File: src/rtl/seven_segment_reader.sv
// rtl/seven_segment_reader.sv - samples seven-segment glyphs from one raster band and streams decoded digits.
module seven_segment_reader #(
   parameter int BAND = 0
) (
   input  logic       clk,
   input  logic       reset,
   input  logic [8:0] hpos,
   input  logic [8:0] vpos,
   input  logic       display_on,
   input  logic       pixel,
   output logic       digit_valid,
   input  logic       digit_ready,
   output logic [3:0] digit_index,
   output logic [3:0] digit_value,
   output logic       digit_error,
   output logic       frame_done,
   output logic       overrun
);

   localparam logic [8:0] BAND_TOP  = 9'(BAND * 16);
   localparam logic [8:0] BAND_EMIT = 9'(BAND * 16 + 10);
   localparam logic [4:0] BAND_ROW  = 5'(BAND);

   typedef enum logic [1:0] {IDLE, CAPTURE, EMIT} state_t;

   state_t     state_q;
   logic [6:0] seg_q [16];
   logic [3:0] index_q;
   logic [3:0] value_q;
   logic       valid_q;
   logic       error_q;
   logic       done_q;
   logic       overrun_q;

   logic       band_start;
   logic       band_emit;
   logic       sample_ok;
   logic       seg_hit;
   logic [2:0] seg_bit;
   logic [3:0] sel_index;
   logic [6:0] seg_sel;
   logic [3:0] value_d;
   logic       error_d;

   assign band_start = (hpos == 9'd0) && (vpos == BAND_TOP);
   assign band_emit  = (hpos == 9'd0) && (vpos == BAND_EMIT);
   assign sample_ok  = display_on && !hpos[8] && !hpos[0] && !vpos[0] && (vpos[8:4] == BAND_ROW);

   // Key is {y, x} in octal: high digit is the glyph row, low digit the glyph column.
   always_comb begin
      seg_hit = 1'b1;
      seg_bit = 3'd0;
      case ({vpos[3:1], hpos[3:1]})
         6'o05:   seg_bit = 3'd6;
         6'o17:   seg_bit = 3'd5;
         6'o37:   seg_bit = 3'd4;
         6'o45:   seg_bit = 3'd3;
         6'o33:   seg_bit = 3'd2;
         6'o13:   seg_bit = 3'd1;
         6'o25:   seg_bit = 3'd0;
         default: seg_hit = 1'b0;
      endcase
   end

   // Decode looks one cell ahead once a result is showing, so the next value loads on the transfer edge.
   assign sel_index = valid_q ? index_q + 4'd1 : index_q;
   assign seg_sel   = seg_q[sel_index];

   always_comb begin
      value_d = 4'hF;
      error_d = 1'b0;
      case (seg_sel)
         7'b1111110: value_d = 4'd0;
         7'b0110000: value_d = 4'd1;
         7'b1101101: value_d = 4'd2;
         7'b1111001: value_d = 4'd3;
         7'b0110011: value_d = 4'd4;
         7'b1011011: value_d = 4'd5;
         7'b1011111: value_d = 4'd6;
         7'b1110000: value_d = 4'd7;
         7'b1111111: value_d = 4'd8;
         7'b1111011: value_d = 4'd9;
         7'b0000000: value_d = 4'hF;
         default:    error_d = 1'b1;
      endcase
   end

   always_ff @(posedge clk) begin
      if (!reset) begin
         state_q   <= IDLE;
         for (int i = 0; i < 16; i++) seg_q[i] <= 7'd0;
         index_q   <= 4'd0;
         value_q   <= 4'hF;
         valid_q   <= 1'b0;
         error_q   <= 1'b0;
         done_q    <= 1'b0;
         overrun_q <= 1'b0;
      end else begin
         done_q    <= 1'b0;
         overrun_q <= 1'b0;
         case (state_q)
            IDLE: begin
               if (band_start) begin
                  state_q <= CAPTURE;
                  for (int i = 0; i < 16; i++) seg_q[i] <= 7'd0;
               end
            end
            CAPTURE: begin
               if (band_emit) begin
                  state_q <= EMIT;
                  index_q <= 4'd0;
               end else if (sample_ok && seg_hit) begin
                  seg_q[hpos[7:4]][seg_bit] <= pixel;
               end
            end
            EMIT: begin
               // A band arriving while results are still draining is dropped, not captured.
               overrun_q <= band_start;
               if (!valid_q) begin
                  valid_q <= 1'b1;
                  value_q <= value_d;
                  error_q <= error_d;
               end else if (digit_ready) begin
                  if (index_q == 4'd15) begin
                     state_q <= IDLE;
                     valid_q <= 1'b0;
                     done_q  <= 1'b1;
                     value_q <= 4'hF;
                     error_q <= 1'b0;
                  end else begin
                     index_q <= index_q + 4'd1;
                     value_q <= value_d;
                     error_q <= error_d;
                  end
               end
            end
            default: state_q <= IDLE;
         endcase
      end
   end

   assign digit_valid = valid_q;
   assign digit_index = index_q;
   assign digit_value = value_q;
   assign digit_error = error_q;
   assign frame_done  = done_q;
   assign overrun     = overrun_q;

endmodule

File: config.mk
export PLATFORM = sky130hd
export DESIGN_NAME = seven_segment_reader
export DESIGN_NICKNAME = d
export VERILOG_FILES = /design/src/rtl/seven_segment_reader.sv
export SDC_FILE = /design/constraint.sdc
export NUM_CORES = 1
export LEC_CHECK = 0
export BUFFER_PORTS_ARGS = -buffer_cell sky130_fd_sc_hd__buf_4
export CAP_MARGIN = 5
export CORE_MARGIN = 1.5
export CORE_UTILIZATION = 50
export DETAILED_ROUTE_END_ITERATION = 6
export GPL_ROUTABILITY_DRIVEN = 0
export PLACE_DENSITY = 0.67
export REMOVE_ABC_BUFFERS = 1
export SYNTH_ARGS = -nofsm -noshare
export SYNTH_HDL_FRONTEND = slang
export SYNTH_SLANG_ARGS = --single-unit
File: constraint.sdc
create_clock -name clk -period 6.3 [get_ports clk]
set_input_delay 0.63 -clock clk [delete_from_list [all_inputs] [get_ports clk]]
set_output_delay 0.63 -clock clk [all_outputs]
set_load 0.02 [all_outputs]
==> flow_summary.json, run 1 <==
{
  "cp.arrival_ns": 4.12,
  "port_buffers": 34,
  "htreeDepth": 4,
  "placed_cell_area_um2": 8080,
  "routedWlPerCell_um": 20.3,
  "synth_commonest_cells": "nor2_1 (132), o21ai_0 (118), mux2i_1 (113), edfxtp_1 (112), clkbuf_1 (46)",
  "final_antenna_net_count": 0,
  "max_stage_delay_ns": 0.71,
  "irDropWorstVdd_v": 0.000221,
  "die_y_um": 129,
  "finalInstanceArea_um2": 8710,
  "drt-initial-drc-count": 681,
  "synth_edf_count": 112,
  "cts_resized": 0,
  "synth_largest_area_cell": "edfxtp_1",
  "cts_root_buf": "clkbuf_16",
  "critPathKind": "register to register",
  "p_per_area_nw_per_um2": 241,
  "final_nets": 817,
  "yosys_warnings": 0,
  "ff_latch_area_um2": 3650,
  "fin_ws_ns": 2.48,
  "slew_viol_final": 0,
  "finalClockSkew_ns": 0.00964,
  "die_w_um": 129,
  "layout-drive-gt1-share_pct": 10.9,
  "diodes": 0,
  "fin_crit_ns": 3.82,
  "timing.fmax_mhz": 262,
  "start_util_pct": 51.7,
  "ys_ff_latch": 126,
  "synth_cell_types": 70,
  "postCtsSetupBuffers": 0,
  "critPathRequiredTime_ns": 6.60,
  "rows": 45,
  "synthTopCellsByArea": "edfxtp_1 (42%), mux2i_1 (14%), o21ai_0 (7.4%)",
  "synth_async_sr_flop_share_pct": 0,
  "core_area_um2": 15400,
  "worst_pin_slew_ns": 0.960,
  "clk_latency_ns": 0.43,
  "ios": 35,
  "cp-start-kind": "register",
  "cts_num_sinks": 126,
  "synth.most_common_cell": "nor2_1",
  "crit_path_start": "digit_index[0]",
  "grt_start_max_net_pins": 113,
  "p_leak_nw": 2.56,
  "slowest_stage": "buf_4",
  "fp.dieArea_um2": 16700,
  "n_fill_cell": 1278,
  "netlist_area_um2": 7940,
  "vias_per_cell": 6.35,
  "dp_slack_ns": 2.60,
  "drt_first_pass_iters": 5,
  "critPathMaxFanout": 52,
  "antenna_found_initial": 0,
  "drc": 0,
  "postCtsHoldBufs": 0,
  "cap_violations": 0,
  "power_mw": 2.10,
  "slew_headroom_pct": 36.0,
  "hold_violations": 0,
  "grt_pass1_wl_um": 32100,
  "vias": 6456,
  "ys_seq_area_share_pct": 45.9,
  "multi_input_comb_area_um2": 3880,
  "rsz0062_at_grt": "false",
  "worstReg2RegEnd": "digit_value[0]",
  "postSynthAreaPerCell_um2": 9.77,
  "grt_use_total_pct": 25.5,
  "globalRouteOverflowTotal": 0,
  "hp-class": "primary input to register",
  "syn_inst": 813,
  "cp_cell_sequence": "buf_4 > nand3b_1 > a32oi_2 > nor3_1 > nor4_2 > nand3_1 > o32ai_1 > nand4b_1 > a21oi_1",
  "grt_pass1_vias": 5804,
  "reg2reg_depth": 9,
  "rr_startpoint": "digit_index[0]",
  "synth_top_cell_area_share_pct": 42.3,
  "synthFlopType": "edfxtp_1",
  "path_clk_slew_ns": 0.05,
  "cts_tree": "built",
  "critPathCapture": "digit_value[0]",
  "regToRegSetupSlack_ns": 2.48,
  "dp_hpwl_um": 13800,
  "endpoint_kind": "register",
  "numCtsBuffers": 17,
  "outcome": "completed",
  "syn_to_final_growth_pct": 9.61,
  "setup_viol": 0,
  "period_share_pct": 60.6,
  "routed_wl_um": 20600,
  "cts_buffer_depth": 2
}
==> per-stage QoR <==
stage / hold WS (ns) / utilization (%) / instances / TNS [ns]
floorplan: 0.542 / - / 737 / -2.38
global placement: 0.519 / 52.6 / 985 / 0
detailed placement: 0.518 / 52.6 / 985 / 0
CTS: 0.463 / 56.6 / 1017 / 0
global route: 0.482 / 56.6 / 1017 / 0
finish: 0.478 / 56.6 / 1017 / 0
==> per-layer routing <==
layer  wire length (µm)  GRT usage (%)  vias up
li1                   -              -     2993
met5                  0              0        -
met2               9800           40.9      273
met3               1310           4.21       31
met4                453           10.2        0
met1               9030           34.7     3159
==> final cells by class <==
type,instances,share of cell area (%)
clock buffer,18,4.93
clock inverter,14,2.27
inverter,3,0.129
multi-input combinational,608,44.6
sequential,126,41.9
tap,211,3.03
timing repair buffer,37,3.19
==> power by group <==
| part | leakage [nW] | switching, mW | internal (mW) | total (mW) |
|---|---|---|---|---|
| clock | 0.306 | 0.358 | 0.694 | 1.05 |
| sequential | 1.27 | 0.0143 | 0.932 | 0.946 |
| combinational | 0.984 | 0.0639 | 0.0356 | 0.0994 |
==> cell families (layout without fill, tap and decap cells) <==
kind of cell	after synthesis	after routing	share of synthesized area, %
simple gates	261	261	16.2
compound gates	232	232	18.0
flops	126	126	45.9
mux	113	113	14.2
buf+inv	79	72	5.43
fa+ha+maj	1	1	0.157
xor+xnor	1	1	0.110
==> state kept, by name, indices dropped and copies added (netlist names) <==
signal       count
seg_q          112
digit_index      4
digit_value      4
state_q          2
digit_error      1
digit_valid      1
frame_done       1
overrun          1
==> layout by cell type, fill, tap and decap left out, types with 6 or more instances in the layout <==
cell type,netlist,routed
nor2_1,132,132
o21ai_0,118,118
mux2i_1,113,113
edfxtp_1,112,112
buf_4,4,37
nand2_1,30,30
o22ai_1,29,29
a22oi_1,28,28
nand3_1,21,21
clkbuf_16,0,17
dfxtp_1,14,13
nor2b_1,12,12
nand2b_1,11,11
a211oi_1,9,9
a21oi_1,8,8
o211ai_1,8,8
nor3_1,6,6
nand4_1,6,6
==> how the worst min path moves through the flow <==
stage	cells past startpoint	endpoint	startpoint
finish	2	digit_value[1]	reset
global route	2	digit_value[1]	reset
CTS	2	digit_value[1]	reset
detailed placement	2	digit_value[3]	digit_value[3]
global placement	2	digit_value[3]	digit_value[3]
floorplan	2	state_q[0]	state_q[0]
==> critical path, delay by kind of cell, from the launching register on <==
family,cells,cell delay (ns)
buffers and inverters,1,0.71
AO/OA/AOI/OAI,3,0.88
flip-flops,1,0.68
AND/OR/NAND/NOR,5,1.42
Power figures use the tool's default switching activity.
==> run 2, diff against run 1 <==
Clock period 6.3 ns to 3.6 ns, I/O delays scaled along.
==> flow_summary.json, run 2 (synthesis gave the netlist of run 1 again) <==
{
  "fin_crit_ns": 3.27,
  "routedWlPerCell_um": 20.5,
  "grt_use_total_pct": 26.4,
  "largest_reg_flops": 112,
  "dp_slack_ns": 0.356,
  "n_fill_cell": 1335,
  "postCtsSetupBuffers": 0,
  "layout_common_cells": "nor2_1 (132), o21ai_0 (118), mux2i_1 (113)",
  "drt_first_pass_iters": 6,
  "slew_headroom_pct": 39.5,
  "grt_pass1_wl_um": 33000,
  "p_clk_share_pct": 48.4,
  "port_buffers": 34,
  "p_comb_share_pct": 5.0,
  "cap_violations": 0,
  "worst_hold_slack_ns": 0.229,
  "cp-start-kind": "register",
  "vias": 6551,
  "timing.fmax_mhz": 306,
  "rows": 45,
  "core_area_um2": 15400,
  "finalClockSkew_ns": 0.00703,
  "critPathRequiredTime_ns": 3.90,
  "final_nets": 827,
  "seqPwrFrac_pct": 46.6,
  "cts_num_sinks": 126,
  "dp_hpwl_um": 13700,
  "start_util_pct": 51.7,
  "ff_latch_area_um2": 3650,
  "die_y_um": 129,
  "postCtsHoldBufs": 0,
  "final_antenna_net_count": 0,
  "die_w_um": 129,
  "largest_register": "seg_q",
  "outcome": "completed",
  "max_stage_delay_ns": 0.54,
  "slew_viol_final": 0,
  "syn_to_final_growth_pct": 10.3,
  "cts_tree": "built",
  "slowest_stage": "buf_12",
  "diodes": 0,
  "critPathKind": "register to register",
  "hp-class": "primary input to register",
  "fp.dieArea_um2": 16700,
  "wl_met3_um": 1530,
  "ios": 35,
  "vias_per_cell": 6.38,
  "period_share_pct": 90.9,
  "layout_commonest_cell": "nor2_1",
  "p_per_area_nw_per_um2": 405,
  "switchingPower_mw": 0.776,
  "multi_input_comb_area_um2": 3880,
  "htreeDepth": 4,
  "antenna_found_initial": 0,
  "critPathMaxFanout": 120,
  "cp_cell_sequence": "buf_12 > nand3b_1 > a32o_1 > o21ai_0 > and4_1 > or4b_4 > o32a_1 > a21oi_1 > o21ai_1",
  "hold_violations": 0,
  "worst_pin_slew_ns": 0.905,
  "grt_start_max_net_pins": 121,
  "cts_root_buf": "clkbuf_16",
  "fin_ws_ns": 0.327,
  "layout-drive-gt1-share_pct": 12.0,
  "grt_pass1_vias": 6204,
  "setup_viol": 0,
  "drt-initial-drc-count": 745,
  "endpoint_kind": "register",
  "routed_wl_um": 21000,
  "clk_latency_ns": 0.42,
  "cts_buffer_depth": 2,
  "cts_resized": 0,
  "irDropWorstVdd_v": 0.000346,
  "p_int_mw": 2.77,
  "p_leak_nw": 2.58,
  "highest_layer": "met4",
  "drc": 0,
  "wl_met2_um": 9790,
  "cp.arrival_ns": 3.58,
  "globalRouteOverflowTotal": 0,
  "numCtsBuffers": 17,
  "met1Wirelength_um": 9130,
  "rsz0062_at_grt": "false",
  "switching_share_pct": 21.9,
  "path_clk_slew_ns": 0.05
}
run 2: cell types whose count changed in the layout (fill, tap and decap cells not counted), sizes merged:
cell,before,now
clkinvlp,1,4
clkbuf,18,19
clkinv,8,6
buf,37,47
bufinv,5,3
run 2: metal layers:
metal	track usage, %	vias up
li1	-	3015
met1	35.9	3211
met2	41.5	288
met3	4.29	37
met4	12.4	0
met5	0	-
run 2: path summary, 6_finish.rpt:
check                 start             end  slack (ns)  depth (start not counted)
max reg2reg  digit_index[0]  digit_value[1]        0.33                          9
max          digit_index[0]  digit_value[1]        0.33                          9
min                   reset  digit_value[1]        0.23                          2
min reg2reg  digit_value[0]  digit_value[0]        0.51                          2
run 2: layout make-up:
cell class / count / area share [%]
multi-input combinational: 608 / 44.3
sequential: 126 / 41.6
clock inverter: 13 / 1.69
timing repair buffer: 47 / 4.31
inverter: 3 / 0.129
clock buffer: 19 / 4.94
tap: 211 / 3.01
run 2: critical path: cells and delay by family, from the launching register on:
kind	cells	cell delay, ns
AND/OR/NAND/NOR	3	1.13
AO/OA/AOI/OAI	5	1.04
flip-flops	1	0.36
buffers and inverters	1	0.54
run 2: power groups by stage:
stage	clock network [mW]	registers (mW)	logic, mW
after global placement	0	1.68	0.166
after CTS	1.72	1.65	0.174
after global routing	1.77	1.66	0.196
after detailed placement	0	1.68	0.173
final	1.72	1.65	0.177
after floorplan	0	1.68	0.114
run 2: stage by stage:
step           instances  total power [mW]  area [µm²]  TNS (ns)  util (%)
2_1_floorplan        737              1.79        7520   -291.64         -
3_3_place_gp         995              1.84        8180         0      53.2
3_5_place_dp         995              1.86        8180         0      53.2
4_1_cts             1027              3.54        8760         0      57.0
5_1_grt             1027              3.63        8760         0      57.0
6_report            1027              3.55        8760         0      57.0
==> run 3, diff against run 2 <==
Settings changed: CELL_PAD_IN_SITES_DETAIL_PLACEMENT set to 0, CELL_PAD_IN_SITES_GLOBAL_PLACEMENT set to 1, CORE_UTILIZATION 50 to 49, PLACE_DENSITY 0.67 to unset, PLACE_DENSITY_LB_ADDON set to 0.1.
==> flow_summary.json, run 3 (synthesis gave the netlist of run 1 again) <==
{
  "antenna_found_initial": 0,
  "postCtsHoldBufs": 0,
  "cts_tree": "built",
  "htreeDepth": 4,
  "drt-initial-drc-count": 493,
  "grt_pass1_wl_um": 34900,
  "vias": 6531,
  "core_area_um2": 15900,
  "slew_headroom_pct": 17.8,
  "rows": 46,
  "drt_first_pass_iters": 5,
  "hp-class": "primary input to register",
  "hold_violations": 0,
  "cp-start-kind": "register",
  "dp_slack_ns": 0.515,
  "irDropWorstVdd_v": 0.000350,
  "rsz0062_at_grt": "false",
  "grt_use_met2_pct": 43.1,
  "final_antenna_net_count": 0,
  "numCtsBuffers": 17,
  "p_per_area_nw_per_um2": 421,
  "routed_wl_um": 22600,
  "outcome": "completed",
  "diodes": 0,
  "fin_crit_ns": 3.16,
  "dp_hpwl_um": 15100,
  "slew_viol_final": 0,
  "timing.fmax_mhz": 317,
  "routedWlPerCell_um": 21.7,
  "grt.met1_usage_pct": 38.6,
  "critPathKind": "register to register",
  "largest_reg_flops": 112,
  "cts_num_sinks": 126,
  "setup_tns_ns": 0,
  "syn_to_final_growth_pct": 11.8,
  "start_util_pct": 50.0,
  "port_buffers": 34,
  "drc": 0,
  "fin_ws_ns": 0.444,
  "grt_pass1_vias": 6248,
  "finalInstanceArea_um2": 8880,
  "layout-drive-gt1-share_pct": 13.1,
  "p_leak_nw": 2.64,
  "path_clk_slew_ns": 0.06,
  "cts_buffer_depth": 2,
  "clk_latency_ns": 0.43,
  "finalClockSkew_ns": 0.00301,
  "die_y_um": 130,
  "finish.utilization_pct": 55.9,
  "cts_resized": 0,
  "critPathRequiredTime_ns": 3.92,
  "grt_start_max_net_pins": 82,
  "largest_register": "seg_q",
  "final_nets": 834,
  "ios": 35,
  "die_w_um": 130,
  "endpoint_kind": "register",
  "globalRouteMet3Util_pct": 5.49,
  "period_share_pct": 87.7,
  "globalRouteOverflowTotal": 0,
  "postCtsSetupBuffers": 0,
  "top_usage_layer": "met2",
  "setup_viol": 0,
  "grt_use_total_pct": 27.7,
  "cap_violations": 0,
  "placed_cell_area_um2": 8240,
  "worst_pin_slew_ns": 1.23,
  "cts_root_buf": "clkbuf_16",
  "critPathMaxFanout": 14,
  "fp.dieArea_um2": 17000,
  "vias_per_cell": 6.29,
  "cp.arrival_ns": 3.47,
  "layout_commonest_cell": "nor2_1",
  "layout_common_cells": "nor2_1 (132), o21ai_0 (118), mux2i_1 (113)"
}
## run 3: cell types whose count changed in the layout (fill, tap and decap cells not counted), sizes merged
cell | previous run | this run
buf | 47 | 54
bufinv | 3 | 5
clkbuf | 19 | 18
inv | 3 | 4
clkinv | 6 | 4
## run 3: where the power goes
part           leakage [nW]  switching (mW)  total (mW)  internal [mW]
clock network         0.303           0.678        1.91           1.23
logic                  1.07           0.116       0.180         0.0645
registers              1.27          0.0258        1.66           1.63
## run 3: layout make-up
type                       instances  area [µm²]
fill                            1401        7000
multi-input combinational        608        3880
sequential                       126        3650
timing repair buffer              54         430
clock buffer                      18         429
tap                              216         270
clock inverter                    14         216
inverter                           3        11.3
## run 3: layer usage
| layer | vias up | routed length [µm] |
|---|---|---|
| met4 | 0 | 518 |
| li1 | 3030 | - |
| met5 | - | 0 |
| met2 | 261 | 10100 |
| met3 | 36 | 1560 |
| met1 | 3204 | 10400 |
## run 3: path summary, 6_finish.rpt
kind	start	end	slack [ns]	cells past startpoint
min	reset	digit_value[1]	0.21	2
min reg2reg	digit_error	digit_error	0.49	2
max	digit_valid	digit_value[1]	0.44	8
max reg2reg	digit_valid	digit_value[1]	0.44	8
## run 3: through the flow
stage	power [mW]	hold slack [ns]	instances
2_1_floorplan	1.79	0.440	737
3_3_place_gp	1.85	0.486	1007
3_5_place_dp	1.86	0.477	1007
4_1_cts	3.75	0.197	1039
5_1_grt	3.84	0.213	1039
6_report	3.74	0.208	1039
## run 3: critical path: stages (launching register included)
cell and delay [ns]:
dfxtp_1 0.55, or2_1 0.59, o22ai_1 0.17, a211oi_1 0.45, nor4_2 0.14, or4b_4 0.56
o32a_1 0.34, a21oi_1 0.16, o21ai_1 0.08
